**src/rtl/seq_pkg.sv**
```systemverilog
// rtl/seq_pkg.sv - shared state type and default widths for the serial sequence path
package seq_pkg;

   // Transmitter / detector state encoding
   typedef enum logic [1:0] {
      ST_IDLE  = 2'd0,
      ST_SHIFT = 2'd1,
      ST_GAP   = 2'd2,
      ST_DONE  = 2'd3
   } seq_state_t;

   localparam int DEF_PAT_WIDTH = 4;
   localparam int DEF_CNT_WIDTH = 4;
   localparam int DEF_GAP_WIDTH = 4;

endpackage

```
**src/rtl/seq_pattern_tx_counter.sv**
```systemverilog
// rtl/seq_pattern_tx_counter.sv - up-counter with clear, enable and rollover flag
module tx_flex_counter #(
   parameter int WIDTH = 4
) (
   input  logic             clk,
   input  logic             n_rst,
   input  logic             clear,
   input  logic             count_enable,
   input  logic [WIDTH-1:0] rollover_val,
   output logic             rollover_flag
);

   logic [WIDTH-1:0] r_count;

   // Count up while enabled, wrapping to zero after reaching rollover_val; clear wins
   always_ff @(posedge clk or negedge n_rst) begin
      if (!n_rst) begin
         r_count <= '0;
      end else if (clear) begin
         r_count <= '0;
      end else if (count_enable) begin
         if (r_count == rollover_val) begin
            r_count <= '0;
         end else begin
            r_count <= r_count + {{(WIDTH-1){1'b0}}, 1'b1};
         end
      end
   end

   // Flag marks the cycle in which the count sits on its final value
   always_comb begin
      rollover_flag = (r_count == rollover_val);
   end

endmodule

```
**src/rtl/seq_pattern_tx.sv**
```systemverilog
// rtl/seq_pattern_tx.sv - bit-serial repeating pattern transmitter with gap insertion
module seq_pattern_tx
   import seq_pkg::*;
#(
   parameter int PAT_WIDTH = DEF_PAT_WIDTH,
   parameter int CNT_WIDTH = DEF_CNT_WIDTH,
   parameter int GAP_WIDTH = DEF_GAP_WIDTH
) (
   input  logic                 clk,
   input  logic                 n_rst,
   input  logic                 start,
   input  logic                 abort,
   input  logic [PAT_WIDTH-1:0] pattern,
   input  logic [CNT_WIDTH-1:0] repeat_cnt,
   input  logic [GAP_WIDTH-1:0] gap_len,
   output logic                 serial_out,
   output logic                 busy,
   output logic                 done
);

   localparam int BIT_W = (PAT_WIDTH > 2) ? $clog2(PAT_WIDTH) : 1;
   localparam logic [BIT_W-1:0]     C_BIT_LAST = BIT_W'(PAT_WIDTH - 1);
   localparam logic [CNT_WIDTH-1:0] C_REP_ONE  = {{(CNT_WIDTH-1){1'b0}}, 1'b1};
   localparam logic [GAP_WIDTH-1:0] C_GAP_ONE  = {{(GAP_WIDTH-1){1'b0}}, 1'b1};

   seq_state_t           r_state;
   // Holds the bits still to be sent after the one currently on serial_out
   logic [PAT_WIDTH-2:0] r_shift;
   logic [PAT_WIDTH-1:0] r_pat;
   logic [CNT_WIDTH-1:0] r_rep_lat;
   logic [GAP_WIDTH-1:0] r_gap_lat;
   logic                 r_serial;
   logic                 r_busy;
   logic                 r_done;

   logic w_bit_clr, w_bit_en, w_bit_last;
   logic w_rep_clr, w_rep_en, w_rep_last;
   logic w_gap_clr, w_gap_en, w_gap_last;

   // Counter controls derived from the current state
   always_comb begin
      w_bit_clr = (r_state != ST_SHIFT) || abort;
      w_bit_en  = (r_state == ST_SHIFT);
      w_rep_clr = ((r_state != ST_SHIFT) && (r_state != ST_GAP)) || abort;
      w_rep_en  = (r_state == ST_SHIFT) && w_bit_last;
      w_gap_clr = (r_state != ST_GAP) || abort;
      w_gap_en  = (r_state == ST_GAP);
   end

   tx_flex_counter #(.WIDTH(BIT_W)) u_bit_cnt (
      .clk           (clk),
      .n_rst         (n_rst),
      .clear         (w_bit_clr),
      .count_enable  (w_bit_en),
      .rollover_val  (C_BIT_LAST),
      .rollover_flag (w_bit_last)
   );

   tx_flex_counter #(.WIDTH(CNT_WIDTH)) u_rep_cnt (
      .clk           (clk),
      .n_rst         (n_rst),
      .clear         (w_rep_clr),
      .count_enable  (w_rep_en),
      .rollover_val  (r_rep_lat - C_REP_ONE),
      .rollover_flag (w_rep_last)
   );

   tx_flex_counter #(.WIDTH(GAP_WIDTH)) u_gap_cnt (
      .clk           (clk),
      .n_rst         (n_rst),
      .clear         (w_gap_clr),
      .count_enable  (w_gap_en),
      .rollover_val  (r_gap_lat - C_GAP_ONE),
      .rollover_flag (w_gap_last)
   );

   // Transmit FSM: serial_out always carries the current MSB, outputs are registered
   always_ff @(posedge clk or negedge n_rst) begin
      if (!n_rst) begin
         r_state   <= ST_IDLE;
         r_shift   <= '0;
         r_pat     <= '0;
         r_rep_lat <= '0;
         r_gap_lat <= '0;
         r_serial  <= 1'b0;
         r_busy    <= 1'b0;
         r_done    <= 1'b0;
      end else begin
         case (r_state)
            ST_IDLE: begin
               r_serial <= 1'b0;
               r_busy   <= 1'b0;
               r_done   <= 1'b0;
               if (start) begin
                  r_pat     <= pattern;
                  r_rep_lat <= repeat_cnt;
                  r_gap_lat <= gap_len;
                  if (repeat_cnt != '0) begin
                     r_state  <= ST_SHIFT;
                     r_shift  <= pattern[PAT_WIDTH-2:0];
                     r_serial <= pattern[PAT_WIDTH-1];
                     r_busy   <= 1'b1;
                  end else begin
                     r_state <= ST_DONE;
                     r_done  <= 1'b1;
                  end
               end
            end
            ST_SHIFT: begin
               if (abort) begin
                  r_state  <= ST_IDLE;
                  r_serial <= 1'b0;
                  r_busy   <= 1'b0;
               end else if (!w_bit_last) begin
                  r_serial <= r_shift[PAT_WIDTH-2];
                  r_shift  <= r_shift << 1;
               end else if (!w_rep_last) begin
                  if (r_gap_lat != '0) begin
                     r_state  <= ST_GAP;
                     r_serial <= 1'b0;
                  end else begin
                     r_shift  <= r_pat[PAT_WIDTH-2:0];
                     r_serial <= r_pat[PAT_WIDTH-1];
                  end
               end else begin
                  r_state  <= ST_DONE;
                  r_serial <= 1'b0;
                  r_busy   <= 1'b0;
                  r_done   <= 1'b1;
               end
            end
            ST_GAP: begin
               if (abort) begin
                  r_state  <= ST_IDLE;
                  r_serial <= 1'b0;
                  r_busy   <= 1'b0;
               end else if (w_gap_last) begin
                  r_state  <= ST_SHIFT;
                  r_shift  <= r_pat[PAT_WIDTH-2:0];
                  r_serial <= r_pat[PAT_WIDTH-1];
               end else begin
                  r_serial <= 1'b0;
               end
            end
            ST_DONE: begin
               r_state  <= ST_IDLE;
               r_serial <= 1'b0;
               r_busy   <= 1'b0;
               r_done   <= 1'b0;
            end
            default: begin
               r_state  <= ST_IDLE;
               r_serial <= 1'b0;
               r_busy   <= 1'b0;
               r_done   <= 1'b0;
            end
         endcase
      end
   end

   assign serial_out = r_serial;
   assign busy       = r_busy;
   assign done       = r_done;

endmodule
```
**config.mk**
```make
export PLATFORM = sky130hd
export DESIGN_NAME = seq_pattern_tx
export DESIGN_NICKNAME = d
export VERILOG_FILES = /design/src/rtl/seq_pkg.sv /design/src/rtl/seq_pattern_tx_counter.sv /design/src/rtl/seq_pattern_tx.sv
export SDC_FILE = /design/constraint.sdc
export NUM_CORES = 1
export LEC_CHECK = 0
export CAP_MARGIN = 20
export CORE_ASPECT_RATIO = 2
export CORE_MARGIN = 1
export CORE_UTILIZATION = 50
export DETAILED_ROUTE_END_ITERATION = 6
export PLACE_DENSITY = 0.75
export RECOVER_POWER = 25
export SLEW_MARGIN = 10
export SYNTH_ARGS = -nofsm -noshare
export SYNTH_HDL_FRONTEND = slang
export SYNTH_SLANG_ARGS = --single-unit
```
**constraint.sdc**
```tcl
create_clock -name clk -period 1.9 [get_ports clk]
set_input_delay 0.475 -clock clk [delete_from_list [all_inputs] [get_ports clk]]
set_output_delay 0.475 -clock clk [all_outputs]
set_load 0.05 [all_outputs]
```
==> results of run 1 <==
metal layers:
metal,share of wire (%),track usage [%],vias up
li1,-,-,677
met1,36,25.1,702
met2,56,45.9,39
met3,3.0,4.68,22
met4,5.0,13.9,0
met5,0,0,-
logic make-up (layout without fill, tap and decap cells):
kind of cell             after synthesis  in the layout  share of synthesized area [%]
AO/OA/AOI/OAI                         30             30                           11.9
flip-flops                            30             30                           43.4
AND/OR/NAND/NOR                       52             52                           14.7
buffers and inverters                 14             62                           3.47
adder cells (fa/ha/maj)               10             10                           7.23
XOR/XNOR                              12             12                           7.74
multiplexers                          18             18                           11.6
per-stage QoR:
stage                     util, %  setup TNS (ns)  instances  hold slack [ns]
final                        72.5          -0.240        245            0.446
after global routing         72.5          -0.409        245            0.466
after CTS                    71.1          -0.212        244            0.446
after detailed placement     66.2           -1.51        234            0.436
after global placement       66.2           -1.52        234            0.424
after floorplan                 -          -0.152        166            0.179
worst max-delay path, stage by stage, from the launching register on:
cell	delay (ns)
dfrtp_1	0.38
inv_2	0.05
ha_4	0.27
xor2_2	0.14
nand2_1	0.10
a211o_1	0.30
a221oi_4	0.29
mux2_4	0.33
area by class of cell:
cell class	count	area [um^2]	share of cell area, %
Tap cell	31	38.8	1.66
Inverter	10	37.5	1.60
Timing Repair Buffer	44	379	16.2
Clock inverter	3	40.0	1.71
Clock buffer	5	68.8	2.94
Multi-Input combinational cell	122	1020	43.8
Sequential cell	30	751	32.1
power by group through the flow:
stage                     Clock [mW]  Sequential (mW)  Combinational (mW)
after floorplan                    0             1.12                1.26
after global placement             0             1.04                1.86
after detailed placement           0             1.05                1.94
after CTS                      0.650             1.06                2.06
after global routing           0.664             1.09                2.35
final                          0.637             1.07                2.18
worst min path at each step:
stage | startpoint | endpoint | slack, ns | cells past startpoint
after global routing | u_bit_cnt.r_count[0]$_DFFE_PN0P_ | u_bit_cnt.r_count[0]$_DFFE_PN0P_ | 0.47 | 1
after detailed placement | u_bit_cnt.r_count[0]$_DFFE_PN0P_ | u_bit_cnt.r_count[0]$_DFFE_PN0P_ | 0.44 | 1
after global placement | u_bit_cnt.r_count[0]$_DFFE_PN0P_ | u_bit_cnt.r_count[0]$_DFFE_PN0P_ | 0.42 | 1
after floorplan | n_rst | busy$_DFFE_PN0P_ | 0.18 | 0
after CTS | u_bit_cnt.r_count[0]$_DFFE_PN0P_ | u_bit_cnt.r_count[0]$_DFFE_PN0P_ | 0.45 | 1
final | u_bit_cnt.r_count[0]$_DFFE_PN0P_ | u_bit_cnt.r_count[0]$_DFFE_PN0P_ | 0.45 | 1
sequential cells by signal, summed over array words and instances, names as in the netlist:
register and cells:
busy 1, done 1, r_gap_lat 4, r_pat 4, r_rep_lat 4, r_shift 3
r_state 2, serial_out 1, u_bit_cnt.r_count 2, u_gap_cnt.r_count 4, u_rep_cnt.r_count 4
placed cells by master (no fill, tap or decap), types with 5 or more instances in the layout:
| master | n |
|---|---|
| ha_1 | 5 |
| nor2_1 | 12 |
| nand3_1 | 6 |
| o21ai_0 | 7 |
| buf_4 | 26 |
| clkdlybuf4s50_1 | 9 |
| clkbuf_8 | 5 |
| a21oi_1 | 7 |
| mux2_2 | 14 |
| xnor2_1 | 5 |
| nor3_1 | 5 |
| dfrtp_1 | 30 |
| inv_2 | 6 |
| nand2_1 | 12 |
timing repair:
| item | in CTS | in global routing |
|---|---|---|
| gates resized for setup | 12 | 10 |
| setup buffers | 2 | 1 |
| pin swaps | 4 | 4 |
| hold endpoints to repair | 0 | 0 |
| gates cloned | 0 | 0 |
| endpoints found under the setup margin | 3 | 8 |
| hold buffers | 0 | 0 |
==> flow_summary.json, run 1 <==
{
  "fin_nets": 239,
  "arrival_ns": 2.15,
  "relSlewSlack_pct": 50.4,
  "antenna_found_initial": 0,
  "dieHeight_um": 85.2,
  "hold_class": "register to register",
  "synth_warnings": 0,
  "ir_drop_uv": 1090,
  "p_sw_mw": 1.47,
  "clk-insertion-delay-late_ns": 0.29,
  "clk_root_buffer_cell": "clkbuf_8",
  "postRouteAntennaNets": 0,
  "min_period_over_period_pct": 104,
  "worst_slack_ns": -0.0815,
  "cts_inserted_buffers": 5,
  "crit_end": "r_shift[1]$_DFFE_PN0P_",
  "fin_skew_ns": 0.00735,
  "ioPinCount": 19,
  "cts_tree": "yes",
  "yosysSeqAreaShare_pct": 43.4,
  "clock.fmax_mhz": 505,
  "ys_ff_latch": 30,
  "areaGrowthSynthToFinish_pct": 35.2,
  "cts_buffer_depth": 2,
  "rsz0062_at_grt": "yes",
  "p_leak_nw": 1.07,
  "drive_gt1_share_pct": 34.6,
  "max_cap_violations": 0,
  "portBuffers": 18,
  "synth_nets": 192,
  "sw_frac_of_total_pct": 37.8,
  "cts_sinks": 30,
  "end_kind": "register",
  "wl_per_cell_um": 17.0,
  "ys_top_cells_by_count": "dfrtp_1, mux2_2, nand2_1",
  "fillCellCount": 232,
  "grt_pass1_vias": 1526,
  "p_seq_share_pct": 27.5,
  "synth_ff_type": "dfrtp_1",
  "cp-startpoint": "r_gap_lat[1]$_DFFE_PN0P_",
  "hpwl_mm": 3.03,
  "grtUsageTotal_pct": 25.1,
  "path_max_fanout": 3,
  "start_util_pct": 53.6,
  "regToRegStartpoint": "r_gap_lat[1]$_DFFE_PN0P_",
  "status": "complete, but fails checks",
  "antenna_cells": 0,
  "via_per_inst": 5.88,
  "stdcell_area_um2": 2340,
  "drc": 0,
  "die_area_um2": 3710,
  "startpoint_type": "register",
  "ys_async_sr_fraction_pct": 100,
  "dpl-instance-area_um2": 2140,
  "setup_viol": 3,
  "avgSynthCellArea_um2": 10.4,
  "route.vias.total": 1440,
  "internal_power_mw": 2.41,
  "core_region_area_um2": 3230,
  "yosysUniqueCellTypes": 35,
  "r2r-end": "r_shift[1]$_DFFE_PN0P_",
  "power_mw": 3.88,
  "power_frac_comb_pct": 56.1,
  "grt_max_degree": 31,
  "drt_iter0_markers": 19,
  "synth_area_leader_cell": "dfrtp_1",
  "clk_pin_slew_ns": 0.07,
  "synthCells": 166,
  "wirelength_mm": 4.17,
  "routabilityCongestion": 0.927,
  "drv_slew": 0,
  "tightest_slew_ns": 0.744,
  "grt-ovfl-total": 0,
  "violations": "setup timing",
  "die_x_um": 43.6,
  "pwr-share-clk_pct": 16.4,
  "first_pass_iters": 4,
  "required_ns": 2.07,
  "yosysTopAreaCellShare_pct": 43.4,
  "pre_cts_ws_ns": -0.452,
  "yosysMostFrequentCell": "dfrtp_1",
  "synth_edf_count": 0,
  "p_per_area_nw_per_um2": 1660,
  "grt_first_pass_wirelength_mm": 6.82,
  "ys_top_cells_by_area": "dfrtp_1, mux2_2, ha_1",
  "finalHoldViolCount": 0,
  "cts_max_level": 2,
  "r2r_slack_ns": -0.08,
  "r2r_cells": 7,
  "rows": 29,
  "period_minus_slack_ns": 1.98,
  "crit_type": "register to register",
  "netlist_area_um2": 1730
}
Power figures use the tool's default switching activity.
==> run 2: changes to the inputs <==
- PLACE_DENSITY: 0.75 -> 0.72
- clock period: 1.9 -> 2.45 ns (I/O delays scaled with it)
==> run 2 against run 1 <==
  * Via count shrank 4.7%
  * Combinational power shrank 42%
  * Critical path type unchanged
  * First-iteration DRC count grew 120%
  * Largest cell class unchanged
  * The flow now finishes without violations
==> flow_summary.json, run 2 (same netlist as run 1, synthesis figures left out) <==
{
  "fin_skew_ns": 0.00448,
  "start_util_pct": 53.6,
  "grt_first_pass_wirelength_mm": 6.24,
  "core_region_area_um2": 3230,
  "postCtsSetupBuffers": 0,
  "end_kind": "register",
  "dieHeight_um": 85.2,
  "max_cap_violations": 0,
  "clk-insertion-delay-late_ns": 0.28,
  "cts_sinks": 30,
  "crit_type": "register to register",
  "final_common_cell": "dfrtp_1",
  "rsz0062_at_grt": "no",
  "ctsResizeCount": 0,
  "grt-ovfl-total": 0,
  "r2r_slack_ns": 0.27,
  "hpwl_mm": 2.89,
  "cts_inserted_buffers": 5,
  "required_ns": 2.62,
  "clk_root_buffer_cell": "clkbuf_8",
  "startpoint_type": "register",
  "status": "complete, no violations",
  "finalHoldViolCount": 0,
  "worst_slack_ns": 0.274,
  "routabilityCongestion": 0.844,
  "fin_nets": 222,
  "p_per_area_nw_per_um2": 1190,
  "period_minus_slack_ns": 2.18,
  "ir_drop_uv": 814,
  "path_max_fanout": 8,
  "hold_class": "register to register",
  "holdWs_ns": 0.454,
  "min_period_over_period_pct": 88.8,
  "cts_tree": "yes",
  "antenna_cells": 0,
  "drc": 0,
  "clock.fmax_mhz": 460,
  "power_mw": 2.47,
  "drt_iter0_markers": 41,
  "relSlewSlack_pct": 50.5,
  "grt_max_degree": 31,
  "whs_path_depth": 1,
  "grt_pass1_vias": 1421,
  "clk_pin_slew_ns": 0.06,
  "first_pass_iters": 4,
  "post-route-util_pct": 64.5,
  "die_area_um2": 3710,
  "tightest_slew_ns": 0.742,
  "arrival_ns": 2.35,
  "grtUsageTotal_pct": 23.0,
  "setup_tns_ns": 0,
  "antenna_found_initial": 0,
  "via_per_inst": 6.02,
  "drv_slew": 0,
  "die_x_um": 43.6,
  "pre_cts_ws_ns": 0.00145,
  "wl_per_cell_um": 16.3,
  "areaGrowthSynthToFinish_pct": 20.4,
  "cts_buffer_depth": 2,
  "r2r_cells": 7,
  "setup_viol": 0,
  "postRouteAntennaNets": 0,
  "mostFrequentLayoutCells": "dfrtp_1, clkdlybuf4s50_1, mux2_2",
  "cts_max_level": 2,
  "rows": 29,
  "p_leak_nw": 0.928,
  "wirelength_mm": 3.71,
  "route.vias.total": 1372,
  "drive_gt1_share_pct": 17.3,
  "portBuffers": 18,
  "ioPinCount": 19,
  "hold_buffers": 0
}
-- run 2: final cells by class --
| type | instances | area, um^2 |
|---|---|---|
| Sequential cell | 30 | 751 |
| Fill cell | 278 | 1150 |
| Inverter | 10 | 37.5 |
| Multi-Input combinational cell | 122 | 920 |
| Clock buffer | 7 | 86.3 |
| Clock inverter | 1 | 5.00 |
| Tap cell | 31 | 38.8 |
| Timing Repair Buffer | 27 | 245 |
-- run 2: power by group --
| part | switching [mW] | internal [mW] | total (mW) |
|---|---|---|---|
| Clock | 0.178 | 0.226 | 0.404 |
| Sequential | 0.137 | 0.677 | 0.814 |
| Combinational | 0.654 | 0.603 | 1.26 |
| Total | 0.968 | 1.51 | 2.47 |
-- run 2: critical path, cell delays in order, from the launching register on --
cell and delay, ns:
dfrtp_1 0.38, inv_1 0.11, ha_1 0.31, o21ai_0 0.24, o211ai_1 0.15, a211o_1 0.27
a221oi_4 0.25, mux2_2 0.37
-- run 2: path summary, 6_finish.rpt --
check,from,to
max,r_state[1]$_DFFE_PN0P_,r_shift[2]$_DFFE_PN0P_
min,u_bit_cnt.r_count[0]$_DFFE_PN0P_,u_bit_cnt.r_count[0]$_DFFE_PN0P_
max reg2reg,r_state[1]$_DFFE_PN0P_,r_shift[2]$_DFFE_PN0P_
min reg2reg,u_bit_cnt.r_count[0]$_DFFE_PN0P_,u_bit_cnt.r_count[0]$_DFFE_PN0P_
max in group asynchronous,n_rst,u_gap_cnt.r_count[2]$_DFFE_PN0P_
min in group asynchronous,n_rst,r_rep_lat[1]$_DFFE_PN0P_
-- run 2: routing by layer --
metal	track usage, %	wire length (um)	vias to the layer above
met3	4.26	115	9
met5	0	0	-
met1	22.0	1260	685
li1	-	-	644
met4	10.5	91	0
met2	43.8	2240	34
-- run 2: through the flow --
stage / area [um^2] / std cells
6_report: 2080 / 228
5_1_grt: 2080 / 228
4_1_cts: 2090 / 228
3_5_place_dp: 1990 / 220
3_3_place_gp: 1990 / 220
2_1_floorplan: 1730 / 166
==> run 3: changes to the inputs <==
- REMOVE_ABC_BUFFERS: default -> 1
==> run 3 against run 2 <==
  * The run now ends with DRC left
  * Cell area stayed put
  * Sequential share of layout area stayed put
  * Utilization stayed put
  * Non-clock buffer count stayed put
  * Final cell count stayed put
  * Critical path type unchanged
  * Die area stayed put
  * Highest routed layer unchanged
  * Critical path depth stayed put
  * Clock power hardly changed
  * Worst setup slack worse by 0.024 ns
  * Maximum frequency is 1.1% lower
==> flow_summary.json, run 3 (same netlist as run 1, synthesis figures left out) <==
{
  "status": "complete, but fails checks",
  "violations": "DRC",
  "internal_power_mw": 1.51,
  "p_sw_uw": 968,
  "whs_path_depth": 1,
  "rsz0062_at_grt": "no",
  "fin_skew_ns": 0.00179,
  "max_cap_violations": 0,
  "mostFrequentLayoutCells": "dfrtp_1, clkdlybuf4s50_1, mux2_2",
  "antenna_cells": 0,
  "areaGrowthSynthToFinish_pct": 20.4,
  "worst_slack_ns": 0.250,
  "ioPinCount": 19,
  "portBuffers": 18,
  "wirelength_mm": 3.79,
  "period_minus_slack_ns": 2.20,
  "cts_buffer_depth": 2,
  "hold_class": "register to register",
  "worstPathBufferInverterCount": 1,
  "pre_cts_ws_ns": 0.00447,
  "power_frac_comb_pct": 50.6,
  "core_region_area_um2": 3230,
  "cpPeakStageDelay_ns": 0.40,
  "grt-ovfl-total": 0,
  "tightest_slew_ns": 0.766,
  "crit_chain": "inv_1 > ha_1 > nand2_1 > o211ai_1 > a211o_1 > a221oi_4 > mux2_2",
  "antenna_found_initial": 0,
  "sw_frac_of_total_pct": 39.1,
  "drive_gt1_share_pct": 17.3,
  "clk_pin_slew_ns": 0.06,
  "path_delay_family": "compound AO/OA/AOI/OAI gates",
  "arrival_ns": 2.36,
  "postCtsSetupBuffers": 0,
  "wl_per_cell_um": 16.6,
  "die_x_um": 43.6,
  "route.vias.total": 1325,
  "crit_type": "register to register",
  "clock.fmax_mhz": 455,
  "required_ns": 2.61,
  "p_leak_nw": 0.928,
  "setup_viol": 0,
  "r2r_cells": 7,
  "drt_iter0_markers": 47,
  "cts_inserted_buffers": 5,
  "cts_sinks": 30,
  "path_max_fanout": 8,
  "hpwl_mm": 2.93,
  "p_per_area_nw_per_um2": 1190,
  "rows": 29,
  "critPathSlowestCell": "dfrtp_1",
  "hold_buffers": 0,
  "ir_drop_uv": 674,
  "grt_max_degree": 31,
  "first_pass_iters": 7,
  "cts_max_level": 2,
  "ctsResizeCount": 0,
  "via_per_inst": 5.81,
  "place_inst": 220,
  "fin_nets": 222,
  "final_common_cell": "dfrtp_1",
  "pwr-share-clk_pct": 16.3,
  "finalHoldViolCount": 0,
  "cp.depth": 7,
  "grtUsageTotal_pct": 23.7,
  "start_util_pct": 53.6,
  "drv_slew": 0,
  "post-route-util_pct": 64.5,
  "die_area_um2": 3710,
  "clk-insertion-delay-late_ns": 0.28,
  "drc": 2,
  "routabilityCongestion": 0.840,
  "grt_pass1_vias": 1437,
  "stdcell_count": 228,
  "p_seq_share_pct": 33.1,
  "end_kind": "register",
  "relSlewSlack_pct": 48.9,
  "postRouteAntennaNets": 0,
  "setup_tns_ns": 0,
  "clk_root_buffer_cell": "clkbuf_8",
  "cts_tree": "yes",
  "grt_first_pass_wirelength_mm": 6.44,
  "dieHeight_um": 85.2,
  "startpoint_type": "register",
  "min_period_over_period_pct": 89.8
}
-- run 3: cell counts in the layout (fill, tap and decap cells not counted) --
No cell type changed its count.
-- run 3: path summary, 6_finish.rpt --
check                                            startpoint                               end  slack, ns
min reg2reg                u_bit_cnt.r_count[0]$_DFFE_PN0P_  u_bit_cnt.r_count[0]$_DFFE_PN0P_       0.47
max in group asynchronous                             n_rst  u_gap_cnt.r_count[3]$_DFFE_PN0P_       1.03
max                                  r_state[1]$_DFFE_PN0P_            r_shift[2]$_DFFE_PN0P_       0.25
min                        u_bit_cnt.r_count[0]$_DFFE_PN0P_  u_bit_cnt.r_count[0]$_DFFE_PN0P_       0.47
min in group asynchronous                             n_rst              r_pat[0]$_DFFE_PN0P_       0.94
max reg2reg                          r_state[1]$_DFFE_PN0P_            r_shift[2]$_DFFE_PN0P_       0.25
-- run 3: power by group through the flow --
stage,sequential (mW),combinational [mW],clock (mW)
4_1_cts,0.818,1.26,0.420
3_3_place_gp,0.808,1.21,0
6_report,0.819,1.25,0.404
3_5_place_dp,0.826,1.26,0
5_1_grt,0.840,1.38,0.437
2_1_floorplan,0.857,0.885,0
-- run 3: layout make-up --
class	count	area, um^2
tap	31	38.8
timing repair buffer	27	245
multi-input combinational	122	920
clock inverter	1	5.00
inverter	10	37.5
sequential	30	751
fill	277	1150
clock buffer	7	86.3
-- run 3: stage by stage --
stage / power, mW / hold slack (ns) / area, um^2
final: 2.48 / 0.465 / 2080
after global routing: 2.66 / 0.485 / 2080
after CTS: 2.50 / 0.468 / 2090
after detailed placement: 2.09 / 0.459 / 1990
after global placement: 2.02 / 0.428 / 1990
after floorplan: 1.74 / 0.317 / 1710
-- run 3: routing by layer --
layer  GRT usage [%]  part of all wire, %
met2            45.0                   60
met3            3.83                  2.7
met1            22.4                   34
met5               0                    0
met4            12.8                  3.5
